## src/rtl/adc_sample_acq.sv

```systemverilog
// adc_sample_acq: periodic serial-ADC acquisition front end.
// Triggers a conversion every SAMPLE_PERIOD clks. It holds adc_cnv high for
// CONV_CYCLES clks, then clocks DATA_W bits in MSB first on adc_sclk. The
// finished sample is published on x together with a one-clk data_valid strobe.
// Optional build macro: ADC_AVG_EN. When it is defined, x carries the mean of
// every four consecutive samples, and the strobe fires once per four samples.
`timescale 1ns/1ps
module adc_sample_acq #(
  parameter int DATA_W        = 36,
  parameter int SCLK_DIV      = 2,
  parameter int CONV_CYCLES   = 35,
  parameter int SAMPLE_PERIOD = 250
) (
  input  logic              clk,
  input  logic              rst,
  input  logic              enable,
  input  logic              adc_sdo,
  output logic              adc_cnv,
  output logic              adc_sclk,
  output logic [DATA_W-1:0] x,
  output logic              data_valid,
  output logic              busy,
  output logic              overrun
);

  localparam int PER_W  = $clog2(SAMPLE_PERIOD + 1);
  localparam int CONV_W = $clog2(CONV_CYCLES + 1);
  localparam int DIV_W  = $clog2(SCLK_DIV + 1);
  localparam int BIT_W  = $clog2(DATA_W + 1);

  // A period shorter than one full acquisition plus the DONE and IDLE clks
  // would make every tick collide with a busy FSM.
  generate
    if (SAMPLE_PERIOD < CONV_CYCLES + 2 * SCLK_DIV * DATA_W + 2) begin : g_bad_period
      $error("adc_sample_acq: SAMPLE_PERIOD too short for one acquisition");
    end
    if (SCLK_DIV < 1 || CONV_CYCLES < 1 || DATA_W < 2) begin : g_bad_timing
      $error("adc_sample_acq: SCLK_DIV, CONV_CYCLES must be >= 1, DATA_W >= 2");
    end
  endgenerate

  typedef enum logic [1:0] {IDLE, CONV, SHIFT, DONE} state_t;

  state_t              state_reg, state_next;
  logic [PER_W-1:0]    period_cnt_reg;
  logic [CONV_W-1:0]   conv_cnt_reg;
  logic [DIV_W-1:0]    div_cnt_reg;
  logic [BIT_W-1:0]    bit_cnt_reg;
  logic                sclk_reg;
  logic                cnv_reg;
  logic [DATA_W-1:0]   shift_reg;
  logic [DATA_W-1:0]   x_reg;
  logic                valid_reg;
  logic                overrun_reg;

  logic tick;
  logic conv_last;
  logic sclk_toggle;
  logic shift_last;

  assign tick        = enable && (period_cnt_reg == '0);
  assign conv_last   = (conv_cnt_reg == CONV_W'(CONV_CYCLES - 1));
  assign sclk_toggle = (div_cnt_reg == DIV_W'(SCLK_DIV - 1));
  // The last falling sclk edge, after all DATA_W rising edges have been seen.
  assign shift_last  = sclk_toggle && sclk_reg && (bit_cnt_reg == BIT_W'(DATA_W));

  assign adc_cnv    = cnv_reg;
  assign adc_sclk   = sclk_reg;
  assign x          = x_reg;
  assign data_valid = valid_reg;
  assign busy       = (state_reg != IDLE);
  assign overrun    = overrun_reg;

  // FSM state register.
  always_ff @(posedge clk or negedge rst) begin
    if (!rst) state_reg <= IDLE;
    else      state_reg <= state_next;
  end

  // FSM next-state logic.
  always_comb begin
    state_next = state_reg;
    case (state_reg)
      IDLE:    if (tick)       state_next = CONV;
      CONV:    if (conv_last)  state_next = SHIFT;
      SHIFT:   if (shift_last) state_next = DONE;
      DONE:                    state_next = IDLE;
      default:                 state_next = IDLE;
    endcase
  end

  // Free-running period counter. It is held at zero while disabled, so the
  // first enabled edge ticks.
  always_ff @(posedge clk or negedge rst) begin
    if (!rst) begin
      period_cnt_reg <= '0;
    end else if (!enable) begin
      period_cnt_reg <= '0;
    end else if (period_cnt_reg == PER_W'(SAMPLE_PERIOD - 1)) begin
      period_cnt_reg <= '0;
    end else begin
      period_cnt_reg <= period_cnt_reg + PER_W'(1);
    end
  end

  // Conversion pulse. adc_cnv is registered from the next state, so it rises
  // on the tick edge and falls on the edge that leaves CONV.
  always_ff @(posedge clk or negedge rst) begin
    if (!rst) begin
      cnv_reg      <= 1'b0;
      conv_cnt_reg <= '0;
    end else begin
      cnv_reg      <= (state_next == CONV);
      conv_cnt_reg <= (state_reg == CONV) ? conv_cnt_reg + CONV_W'(1) : '0;
    end
  end

  // Serial clock generator and shifter. sdo is captured on the clk edge
  // that drives sclk high.
  always_ff @(posedge clk or negedge rst) begin
    if (!rst) begin
      sclk_reg    <= 1'b0;
      div_cnt_reg <= '0;
      bit_cnt_reg <= '0;
      shift_reg   <= '0;
    end else if (state_reg == SHIFT) begin
      if (sclk_toggle) begin
        div_cnt_reg <= '0;
        sclk_reg    <= ~sclk_reg;
        if (!sclk_reg) begin
          bit_cnt_reg <= bit_cnt_reg + BIT_W'(1);
          shift_reg   <= {shift_reg[DATA_W-2:0], adc_sdo};
        end
      end else begin
        div_cnt_reg <= div_cnt_reg + DIV_W'(1);
      end
    end else begin
      sclk_reg    <= 1'b0;
      div_cnt_reg <= '0;
      bit_cnt_reg <= '0;
    end
  end

`ifdef ADC_AVG_EN
  logic [DATA_W+1:0] acc_reg;
  logic [1:0]        avg_cnt_reg;
  logic [DATA_W+1:0] acc_sum;

  assign acc_sum = acc_reg + {2'b00, shift_reg};

  // Publish the mean of four samples. Partial groups are discarded while disabled.
  always_ff @(posedge clk or negedge rst) begin
    if (!rst) begin
      x_reg       <= '0;
      valid_reg   <= 1'b0;
      acc_reg     <= '0;
      avg_cnt_reg <= '0;
    end else begin
      valid_reg <= 1'b0;
      if (!enable) begin
        acc_reg     <= '0;
        avg_cnt_reg <= '0;
      end else if (state_reg == DONE) begin
        if (avg_cnt_reg == 2'd3) begin
          x_reg       <= DATA_W'(acc_sum >> 2);
          valid_reg   <= 1'b1;
          acc_reg     <= '0;
          avg_cnt_reg <= '0;
        end else begin
          acc_reg     <= acc_sum;
          avg_cnt_reg <= avg_cnt_reg + 2'd1;
        end
      end
    end
  end
`else
  // Publish each completed sample directly.
  always_ff @(posedge clk or negedge rst) begin
    if (!rst) begin
      x_reg     <= '0;
      valid_reg <= 1'b0;
    end else begin
      valid_reg <= 1'b0;
      if (state_reg == DONE) begin
        x_reg     <= shift_reg;
        valid_reg <= 1'b1;
      end
    end
  end
`endif

  // Sticky flag for a period tick that arrived while an acquisition was still running.
  always_ff @(posedge clk or negedge rst) begin
    if (!rst)                           overrun_reg <= 1'b0;
    else if (tick && state_reg != IDLE) overrun_reg <= 1'b1;
  end

endmodule
```

## config.mk

```make
export PLATFORM = sky130hd
export DESIGN_NAME = adc_sample_acq
export DESIGN_NICKNAME = d
export VERILOG_FILES = /design/src/rtl/adc_sample_acq.sv
export SDC_FILE = /design/constraint.sdc
export NUM_CORES = 1
export LEC_CHECK = 0
export CORE_MARGIN = 3
export CORE_UTILIZATION = 55
export CTS_BUF_LIST = sky130_fd_sc_hd__clkbuf_2
export CTS_CLUSTER_SIZE = 12
export DETAILED_ROUTE_END_ITERATION = 10
export GPL_TIMING_DRIVEN = 0
export PLACE_DENSITY_LB_ADDON = 0.08
export SKIP_CTS_REPAIR_TIMING = 1
export SYNTH_ARGS = -nofsm -noshare
export SYNTH_HDL_FRONTEND = slang
export SYNTH_SLANG_ARGS = --single-unit
```

## constraint.sdc

```tcl
create_clock -name clk -period 1.8 [get_ports clk]
set_input_delay 0.36 -clock clk [delete_from_list [all_inputs] [get_ports clk]]
set_output_delay 0.36 -clock clk [all_outputs]
set_load 0.03 [all_outputs]
```

==> results.cfg, run 1 <==
[floorplanning]
start_util_pct = 57.6
die_area_mm2 = 0.00824
fp.dieW_um = 90.8
coreArea_mm2 = 0.00687
num_rows = 30
die_h_um = 90.8
io_pins = 45

[drt]
ant_nets = 0
highest_layer = met4
route.met2.wl_um = 2940
drtIter0Drc = 110
wirelength_um = 6120
drcViolationCount = 0
dr.pass1.iters = 4
vias_per_cell = 5.18
drt-met1-wl_um = 2870
wire_per_inst_um = 13.9
met3_wirelength_um = 202
vias = 2280

[place]
gp_congestion = 0.770
dp_cells = 423
dpl_cell_area_mm2 = 0.00454
numPortBuffers = 44
dp.final_hpwl_um = 4070
place_ws_ns = -0.000108

[synth]
ys_warn_count = 0
synth.most_common_cell = dfrtp_1
syn_area_per_cell_um2 = 14.0
yosysTopAreaCell = dfrtp_1
synth_top_cell_area_share_pct = 63.3
synth_commonest_cells = dfrtp_1 (100), mux2_2 (71), nor2_1 (14), nand2_1 (12)
synth_edf_count = 0
synth_area_mm2 = 0.00396
syn-num-nets = 293
ys_async_sr_fraction_pct = 100
ys_ff_latch = 100
yosysSeqAreaShare_pct = 63.3
syn_inst = 282
yosys.cell_types.count = 29
yosys-top-cells-area = dfrtp_1 (63%), mux2_2 (20%), ha_1 (2.2%)
synth_flop_cell = dfrtp_1

[layout]
multi_input_area_mm2 = 0.00139
design_area_mm2 = 0.00480
fill_cells = 500
final_core_util_pct = 69.8
layout-area-overhead-vs-synth_pct = 21.3
finalNonFillerCells = 440
drive_gt1_share_pct = 30.8
final_nets = 350
regArea_mm2 = 0.00250
antenna_cells = 0

[sta]
finalHoldViolCount = 0
fin_skew_ns = 0.0191
fin_ws_ns = 0.0685
period_needed_ns = 1.73
slew_headroom_pct = 58.8
rsz0062_at_grt = true
min_period_over_period_pct = 96.2
setup_violations = 0
slew_violations = 0
tightest_slew_ns = 0.618
hold_ws_ns = 0.349
setup_tns_ns = 0
fmax_mhz = 578

[clock_network]
clk_path_buf_depth = 2
cts_made_buffers = 9
cts_tree = built
htreeDepth = 3
clk_pin_slew_ns = 0.25
cts_sinks = 100
cts-root-buf = clkbuf_2
clkLatencyLatePin_ns = 0.53

[job]
drv_cap = 0

[outcome]
outcome = finished clean

[grt]
grt_pass1_vias = 2277
antenna_found_initial = 0
grt_max_degree = 53
track_usage_pct = 16.0
grt_pass1_wl_um = 10600
overflow = 0

[worst_setup_path]
cp_data_arrival_time_ns = 1.37
path_class = reg2out
cp.required_ns = 1.44
cp_slowest_cell = dfrtp_1
crit_path_start_kind = flip-flop
cp_max_fo = 5
end_kind = output pin
crit_chain = nor2_2 -> inv_1 -> buf_2
cp-startpoint = state_reg[0]
cp_slowest_stage_delay_ns = 0.48
rr_startpoint = div_cnt_reg[1]

[pwr]
p_leak_nw = 2.97
irDropWorstVdd_mv = 0.389
p_total_mw = 3.57
powerDensity_mw_per_mm2 = 744

[min_path]
hold_path.class = in2async
==> final timing paths <==
kind	cells after the start	endpoint	slack [ns]
max in group asynchronous	3	shift_reg[2]	0.80
hold / removal	2	data_valid	0.35
setup reg to reg	4	bit_cnt_reg[5]	0.08
setup / recovery	3	busy	0.07
min in group clk	3	period_cnt_reg[1]	0.49
hold reg to reg	1	overrun	0.51
==> critical path, delay by kind of cell, from the launching register on <==
kind / cells / cell delay, ns
AND/OR/NAND/NOR: 1 / 0.14
buffers and inverters: 2 / 0.23
flip-flops: 1 / 0.48
==> placed cells by master, fill, tap and decap left out, types with 7 or more instances in the layout <==
cell type	instances
a21oi_1	10
clkbuf_2	13
dfrtp_1	99
dlymetal6s2s_1	39
ha_1	7
inv_1	10
mux2_2	71
nand2_1	11
nand3_1	8
nor2_1	13
o21ai_0	7
==> metal layers <==
layer / vias to the layer above / GRT usage [%]
met3: 10 / 2.67
li1: 1087 / -
met4: 0 / 7.54
met2: 35 / 25.9
met5: - / 0
met1: 1148 / 21.2
==> area by class of cell <==
| class | count | share of cell area [%] |
|---|---|---|
| Timing Repair Buffer | 46 | 11.7 |
| Inverter | 10 | 0.782 |
| Clock inverter | 7 | 2.06 |
| Clock buffer | 9 | 0.939 |
| Sequential cell | 100 | 52.2 |
| Multi-Input combinational cell | 163 | 28.9 |
| Tap cell | 96 | 2.50 |
| Buffer | 9 | 0.887 |
==> logic make-up after synthesis <==
kind of cell    count (synthesis)  synth area share (%)
mux                            72                  20.5
buf+inv                        19                  1.93
flops                         100                  63.3
xor+xnor                        7                  1.55
compound gates                 23                  3.39
simple gates                   54                  7.15
fa+ha+maj                       7                  2.21
==> power by group <==
group	internal [mW]	switching (mW)
clock network	0.470	0.740
registers	2.26	0.0109
logic	0.0276	0.0576
Power figures use the tool's default switching activity.
==> inputs of run 2 (changes only) <==
--- a/config.mk
+++ b/config.mk
@@ -16,3 +16,4 @@
 export SYNTH_ARGS = -nofsm -noshare
 export SYNTH_HDL_FRONTEND = slang
 export SYNTH_SLANG_ARGS = --single-unit
+export TNS_END_PERCENT = 100
==> results of run 2 <==
The final DEF is identical to that of run 1; final timing and power are the same.
==> inputs of run 3 (changes only) <==
--- a/config.mk
+++ b/config.mk
@@ -16,4 +16,4 @@
 export SYNTH_ARGS = -nofsm -noshare
 export SYNTH_HDL_FRONTEND = slang
 export SYNTH_SLANG_ARGS = --single-unit
-export TNS_END_PERCENT = 100
+export TNS_END_PERCENT = 50
==> results.cfg, run 3 (synthesis results as in run 1) <==
[sta]
hold_ws_ns = 0.341
slew_headroom_pct = 58.4
setup_violations = 0
tightest_slew_ns = 0.623
fmax_mhz = 573
rsz0062_at_grt = true
min_period_over_period_pct = 97.0
fin_skew_ns = 0.0191
period_needed_ns = 1.75
slew_violations = 0
finalHoldViolCount = 0

[grt]
track_usage_pct = 16.0
grt_max_degree = 53
grt_pass1_vias = 2277
antenna_found_initial = 0
overflow = 0
grt_pass1_wl_um = 10600

[layout]
layout-area-overhead-vs-synth_pct = 21.3
multi_input_area_mm2 = 0.00139
regArea_mm2 = 0.00250
final_nets = 350
drive_gt1_share_pct = 30.8
antenna_cells = 0
mostFrequentLayoutCell = dfrtp_1
layout_common_cells = dfrtp_1 (99), mux2_2 (71), dlymetal6s2s_1 (39), clkbuf_2 (14), nor2_1 (13)
final_core_util_pct = 69.8
fill_cells = 500

[pwr]
irDropWorstVdd_mv = 0.390
p_leak_nw = 2.97
p_total_mw = 3.57
powerDensity_mw_per_mm2 = 745

[place]
gp_congestion = 0.770
dp.final_hpwl_um = 4070
numPortBuffers = 44

[floorplanning]
die_area_mm2 = 0.00824
coreArea_mm2 = 0.00687
io_pins = 45
die_h_um = 90.8
num_rows = 30
fp.dieW_um = 90.8
start_util_pct = 57.6

[drt]
vias = 2287
dr.pass1.iters = 4
drcViolationCount = 0
vias_per_cell = 5.20
ant_nets = 0
wire_per_inst_um = 13.9
drtIter0Drc = 111
wirelength_um = 6120

[clock_network]
clkLatencyLatePin_ns = 0.53
htreeDepth = 3
clk_pin_slew_ns = 0.26
cts_sinks = 100
cts_made_buffers = 9
clk_path_buf_depth = 2
cts_tree = built
cts-root-buf = clkbuf_2

[worst_setup_path]
cp_max_fo = 5
crit_path_start_kind = flip-flop
cp_data_arrival_time_ns = 1.39
cp_slowest_cell = dfrtp_1
end_kind = output pin
crit_chain = nor2_2 -> inv_1 -> clkbuf_2
path_depth = 3
cp_num_buf_inv = 2
reg2reg_depth = 4
cp.required_ns = 1.44
path_class = reg2out
cp_slowest_stage_delay_ns = 0.48
crit_family = flip-flops

[outcome]
outcome = finished clean

[job]
drv_cap = 0

[min_path]
hold_path.class = in2async
-- run 3: metrics by stage --
stage	TNS, ns	cells	instance area [um2]	setup WS (ns)
3_5_place_dp	-0.000108	423	4540	-0.000108
4_1_cts	-9.36	439	4680	-0.446
5_1_grt	-0.0503	440	4800	-0.0503
6_report	0	440	4800	0.0540
3_3_place_gp	-334.67	422	4520	-3.35
2_1_floorplan	0	282	3960	0.0672
-- run 3: final cells by class --
class / instances / share of cell area [%]
Tap cell: 96 / 2.50
Buffer: 9 / 0.887
Multi-Input combinational cell: 163 / 28.9
Inverter: 10 / 0.782
Sequential cell: 100 / 52.2
Clock inverter: 7 / 2.06
Clock buffer: 9 / 0.939
Timing Repair Buffer: 46 / 11.7
-- run 3: path summary, 6_finish.rpt --
check / startpoint / endpoint / slack, ns
worst max-delay path: state_reg[0] / busy / 0.05
worst min-delay path: rst / shift_reg[31] / 0.34
worst max register to register: div_cnt_reg[1] / bit_cnt_reg[5] / 0.08
worst min register to register: overrun / overrun / 0.51
max in group asynchronous: rst / shift_reg[2] / 0.81
min in group clk: enable / period_cnt_reg[1] / 0.49
-- run 3: worst register-to-register path: stages (launching register included) --
cell     delay, ns
dfrtp_1       0.49
or3b_1        0.38
buf_2         0.17
or4_1         0.51
a21oi_1       0.13
-- run 3: power breakdown --
group / switching, mW / internal [mW] / total (mW)
logic: 0.0577 / 0.0276 / 0.0853
clock network: 0.742 / 0.470 / 1.21
registers: 0.0109 / 2.26 / 2.27
-- run 3: metal layers --
metal / global-route usage [%] / vias to the layer above / share of wire, %
met3: 2.67 / 10 / 3.2
met5: 0 / - / 0
li1: - / 1086 / -
met1: 21.2 / 1158 / 47
met4: 7.54 / 0 / 1.8
met2: 25.9 / 33 / 48
